--- config.mk ---
export PLATFORM = sky130hd
export DESIGN_NAME = hsv_stream_ctrl
export DESIGN_NICKNAME = d
export VERILOG_FILES = /design/src/rtl/hsv_stream_ctrl.sv
export SDC_FILE = /design/constraint.sdc
export NUM_CORES = 1
export LEC_CHECK = 0
export CAP_MARGIN = 5
export CORE_ASPECT_RATIO = 1.1
export CORE_MARGIN = 4
export CORE_UTILIZATION = 55
export DETAILED_ROUTE_END_ITERATION = 16
export PLACE_DENSITY_LB_ADDON = 0.3
export SKIP_LAST_GASP = 1
export SYNTH_ARGS = -nofsm -noshare
export SYNTH_HDL_FRONTEND = slang
export SYNTH_SLANG_ARGS = --single-unit
--- constraint.sdc ---
create_clock -name pclk -period 3.4 [get_ports pclk]
set_input_delay 0.51 -clock pclk [delete_from_list [all_inputs] [get_ports pclk]]
set_output_delay 0.51 -clock pclk [all_outputs]
set_load 0.02 [all_outputs]
--- src/rtl/hsv_stream_ctrl.sv ---
// Valid/ready sequencer around the fixed-latency rgb2hsv core.
// Tracks pixels in flight, buffers results in a FWFT FIFO, counts frames/lines.
module hsv_stream_ctrl #(
  parameter int PIPE_LAT   = 2,
  parameter int FIFO_DEPTH = 8,
  parameter int CNT_W      = 16
) (
  input  logic             pclk,
  input  logic             rst_n,
  input  logic             enable,
  input  logic             s_valid,
  output logic             s_ready,
  input  logic [23:0]      s_data,
  input  logic             s_sof,
  input  logic             s_eol,
  output logic [23:0]      core_rgb,
  input  logic [23:0]      core_hsv,
  output logic             m_valid,
  input  logic             m_ready,
  output logic [23:0]      m_data,
  output logic             m_sof,
  output logic             m_eol,
  output logic             busy,
  output logic [CNT_W-1:0] frame_cnt,
  output logic [CNT_W-1:0] line_cnt
);

  localparam int TP = PIPE_LAT + 1;
  localparam int PW = (FIFO_DEPTH > 1) ? $clog2(FIFO_DEPTH) : 1;
  localparam int CW = $clog2(FIFO_DEPTH + 1);
  localparam logic [PW-1:0] LAST = PW'(FIFO_DEPTH - 1);
  localparam logic [CW-1:0] FULL = CW'(FIFO_DEPTH);

  logic             r_s_ready;
  logic [23:0]      r_rgb;
  logic [TP-1:0]    r_tv;
  logic [TP-1:0]    r_ts;
  logic [TP-1:0]    r_te;
  logic [CW-1:0]    r_occ;
  logic [25:0]      r_mem [FIFO_DEPTH];
  logic [PW-1:0]    r_wp;
  logic [PW-1:0]    r_rp;
  logic [CW-1:0]    r_cnt;
  logic [CNT_W-1:0] r_frame;
  logic [CNT_W-1:0] r_line;

  logic             w_acc;
  logic             w_pop;
  logic             w_wr;
  logic             w_hsof;
  logic             w_heol;
  logic [CW-1:0]    w_occ_nxt;
  logic [25:0]      w_head;

  assign w_acc     = s_valid & r_s_ready;
  assign m_valid   = (r_cnt != '0);
  assign w_pop     = m_valid & m_ready;
  assign w_wr      = r_tv[TP-1];
  assign w_occ_nxt = r_occ + CW'(w_acc) - CW'(w_pop);
  assign w_head    = r_mem[r_rp];
  assign w_hsof    = w_head[1];
  assign w_heol    = w_head[0];

  assign s_ready   = r_s_ready;
  assign core_rgb  = r_rgb;
  assign m_data    = m_valid ? w_head[25:2] : 24'h0;
  assign m_sof     = m_valid & w_hsof;
  assign m_eol     = m_valid & w_heol;
  assign busy      = (r_occ != '0);
  assign frame_cnt = r_frame;
  assign line_cnt  = r_line;

  // Credits count core slots plus FIFO slots, so the
  // non-stallable core can never overrun the FIFO.
  always_ff @(posedge pclk) begin
    if (!rst_n) begin
      r_s_ready <= 1'b0;
      r_rgb     <= 24'h0;
      r_tv      <= '0;
      r_ts      <= '0;
      r_te      <= '0;
      r_occ     <= '0;
    end else begin
      r_s_ready <= enable && (w_occ_nxt < FULL);
      r_rgb     <= w_acc ? s_data : 24'h0;
      r_tv      <= {r_tv[TP-2:0], w_acc};
      r_ts      <= {r_ts[TP-2:0], w_acc & s_sof};
      r_te      <= {r_te[TP-2:0], w_acc & s_eol};
      r_occ     <= w_occ_nxt;
      assert (r_occ <= FULL);
    end
  end

  always_ff @(posedge pclk) begin
    if (rst_n && w_wr) begin
      r_mem[r_wp] <= {core_hsv, r_ts[TP-1], r_te[TP-1]};
    end
  end

  always_ff @(posedge pclk) begin
    if (!rst_n) begin
      r_wp  <= '0;
      r_rp  <= '0;
      r_cnt <= '0;
    end else begin
      if (w_wr) begin
        r_wp <= (r_wp == LAST) ? '0 : r_wp + 1'b1;
      end
      if (w_pop) begin
        r_rp <= (r_rp == LAST) ? '0 : r_rp + 1'b1;
      end
      r_cnt <= r_cnt + CW'(w_wr) - CW'(w_pop);
      assert (!(w_wr && (r_cnt == FULL)));
    end
  end

  always_ff @(posedge pclk) begin
    if (!rst_n) begin
      r_frame <= '0;
      r_line  <= '0;
    end else if (w_pop) begin
      if (w_hsof) begin
        r_frame <= r_frame + 1'b1;
        r_line  <= w_heol ? CNT_W'(1) : '0;
      end else if (w_heol) begin
        r_line  <= r_line + 1'b1;
      end
    end
  end

endmodule

==> summary.md <==
| Metric | Value |
|---|---|
| Initial DRC count | `360` |
| CP cell instances | `mux2i_1 -> mux4_2 -> nor2_1 -> clkdlybuf4s50_1` |
| DIE WIDTH | `145 um` |
| Max-slew violations | `0` |
| Mapped Cells | `709` |
| Area leader, netlist | `edfxtp_1` |
| CTS H-tree depth | `1` |
| Critical path depth | `4` |
| Top-area cell type share of the netlist area | `0.551` |
| Largest net degree at the start of global routing | `35` |
| Synth top area cells | `edfxtp_1 55%, dfxtp_1 15%, mux4_2 9.9%, mux2i_1 3.4%, and2_1 2.0%` |
| Final period util | `0.955` |
| Residual DRC | `0` |
| Inserted Clock Buffers | `29` |
| Crit Path Max Fanout | `16` |
| CTS root buf | `clkbuf_16` |
| Initial antenna violation count | `0` |
| Register cell area after layout | `7920 um2` |
| Run status | `finished clean` |
| Area after DPL | `13,100 um2` |
| Tmin final | `3250 ps` |
| Sequential fraction of the synthesis area | `0.698` |
| Vias | `6,483` |
| Drt first pass iters | `5` |
| Buf+Inv Stages, Crit Path | `1` |
| First-pass GRT wire length | `36,400 um` |
| Share of layout cells above drive strength 1 | `0.145` |
| Total Nets Final | `936` |
| Area of the multi-input gates | `3240 um2` |
| Final setup vio count | `0` |
| Syn Std Cell Area | `11,300 um2` |
| Least-Margin Pin Slew | `492 ps` |
| CP Capture Point | `m_sof` |
| Vias per cell | `5.69` |
| Die Span Y | `159 um` |
| Hold Fails Final Rpt | `0` |
| Synthesized Nets | `780` |
| Clock Sinks | `291` |
| Antenna-violating nets left | `0` |
| Pwr dens | `647 nW/um2` |
| Clock buffer depth | `3` |
| Crit Path Category | `flop to output port` |
| Tot GR Track Use | `0.205` |
| Final design area excluding fillers | `14,000 um2` |
| Yosys Warn Count | `0` |
| Highest Clock Rate | `0.308 GHz` |
| Starting Density | `0.565` |
| Data arrival, critical path | `2740 ps` |
| WL final | `23,200 um` |
| R2r worst-path depth | `6` |
| Critical path's slowest cell | `mux4_2` |
| Worst setup EP type | `output port` |
| Lkg Pwr | `4.69 nW` |
| Number of global-route vias before repair | `6,852` |
| Ant diodes | `0` |
| Critical Path RT | `2890 ps` |
| Clock-pin transition on the worst setup and hold timing paths | `60 ps` |
| Worst r2r dst | `line_cnt[6]$_SDFFE_PN0P_` |
| Wire length per cell | `20.4 um` |
| Buffers added on ports | `139` |
| Max_cap viols | `0` |
| Worst clock skew | `9.58 ps` |
| IO Count | `140` |
| Unrepaired setup endpoints after global routing | `false` |
| Rows | `54` |
| Worst VDD drop | `457 uV` |
| Setup TNS | `0 ps` |
| Synth-to-layout area growth | `23.7%` |
| # fillers | `1,301` |
| CP top delay family | `multiplexers` |
| Max transition margin | `0.669` |
| Synth Register Bits | `291` |
| TritonCTS clock tree | `done` |
| Setup slack, reg-to-reg | `800 ps` |
| Post-CTS Hold Buffers | `0` |
| GPL Wtd Cong | `0.813` |
| Core area | `20,100 um2` |
| Slowest stage delay, CP | `670 ps` |
| Syn_area_per_cell | `16.0 um2` |
| Total global routing overflow | `0` |
| Hold WC Path Type | `flop to flop` |
| Distinct cell type count after synthesis | `41` |
| Die area | `23,000 um2` |
| Worst skew pair latency | `530 ps` |
| Startpoint types | `flop` |
| Post-DP HPWL | `14,300 um` |
flip-flops by register name (all words and copies together), names as in the netlist, named ones only:
register and flops:
core_rgb 24, frame_cnt 16, line_cnt 16, r_cnt 4
r_mem 208, r_occ 4, r_rp 3, r_te 3
r_ts 3, r_tv 3, r_wp 3, s_ready 1
where the power goes:
part	total, mW	internal (mW)	switching [mW]
clock network	2.95	1.73	1.23
logic	2.12	1.03	1.09
registers	4.00	3.89	0.107
synthesized netlist by cell type:
master     instances
a211o_1            8
a21o_1             2
a21oi_1           14
a22oi_1            1
a2bb2oi_1          1
a32o_1             1
a41oi_1            1
and2_1            37
and3_1            11
and4_1             3
buf_1              4
buf_2              9
buf_4              1
buf_8              1
clkbuf_1          18
dfxtp_1           83
edfxtp_1         208
fa_1               2
ha_1              14
inv_1             16
mux2_2             5
mux2i_1           38
mux4_2            50
nand2_1           33
nand2b_1           5
nand3_1           17
nand4_1            4
nor2_1            60
nor2b_1            2
nor3_1             9
nor3_4             1
nor4_1            14
o21ai_0            9
o311ai_0           1
o31ai_1            1
or2_2              1
or3_1              4
or3b_1             1
or4_1              3
xnor2_1           12
xor2_1             4
layer usage:
metal	global-route usage	routed length (um)
met2	0.364	12300
met3	0.0345	1390
met1	0.261	9060
met4	0.0564	467
met5	0	0
stage by stage:
step                      setup WS, ps  cells  power [mW]  hold WS [ps]  utilization
final                              153   1139        9.07           433        0.698
after global routing              29.5   1139        9.48           450        0.698
after CTS                         20.9   1139        9.17           437        0.698
after detailed placement           522   1085        6.18           422        0.653
after global placement             560   1085        6.11           418        0.653
after floorplan                    244    709        5.36           412            -
final cells by class:
type,instances,share of cell area
clock buffers,43,0.0582
clock inverters,10,0.00518
inverters,16,0.00429
multi-input cells,369,0.231
flip-flops and latches,291,0.565
well taps,252,0.0225
repair buffers,158,0.114
cell usage in the layout (no fill, tap or decap), drive strengths merged, types with 2 or more instances in the layout:
cell type,count
and2,37
inv,16
nand3,17
ha,14
nor4,14
edfxtp,208
buf,19
xnor2,12
mux2,5
mux2i,38
mux4,50
and4,3
nand2b,5
clkinv,8
a21o,2
or4,3
nand2,33
clkdlybuf4s50,139
xor2,4
a211o,8
and3,11
nor2,60
or3,4
dfxtp,83
nor2b,2
nor3,10
o21ai,9
clkbuf,43
nand4,4
a21oi,14
fa,2
how the worst min path moves through the flow:
stage	depth (start not counted)	slack, ps	endpoint	start
after floorplan	1	410	r_te[1]$_SDFF_PN0_	r_te[0]$_SDFF_PN0_
after global placement	1	420	r_tv[1]$_SDFF_PN0_	r_tv[0]$_SDFF_PN0_
after detailed placement	1	420	r_tv[2]$_SDFF_PN0_	r_tv[1]$_SDFF_PN0_
after CTS	1	440	r_ts[1]$_SDFF_PN0_	r_ts[0]$_SDFF_PN0_
after global routing	1	450	r_tv[1]$_SDFF_PN0_	r_tv[0]$_SDFF_PN0_
final	1	430	r_ts[1]$_SDFF_PN0_	r_ts[0]$_SDFF_PN0_
worst reg2reg max path, cell delays in order, from the launching register on:
cell,delay (ps)
dfxtp_4,570
buf_12,240
mux2_2,370
mux4_2,540
a21oi_1,300
and2_1,360
a211o_1,180
timing repair:
action,in CTS,in global routing
setup endpoints to repair,3,1
buffers inserted,1,0
gates resized for setup,0,1
cells by family (layout without fill, tap and decap cells):
kind of cell | after synthesis | count (layout) | share of synthesized area
muxes | 93 | 93 | 0.138
xor gates and xnor gates | 16 | 16 | 0.0124
DFF | 291 | 291 | 0.698
AOI/OAI and AO/OA | 39 | 39 | 0.0222
buffers and inverters | 49 | 227 | 0.0186
and+or+nand+nor | 205 | 205 | 0.0919
adders and majority gates | 16 | 16 | 0.0190
Power figures use the tool's default switching activity.
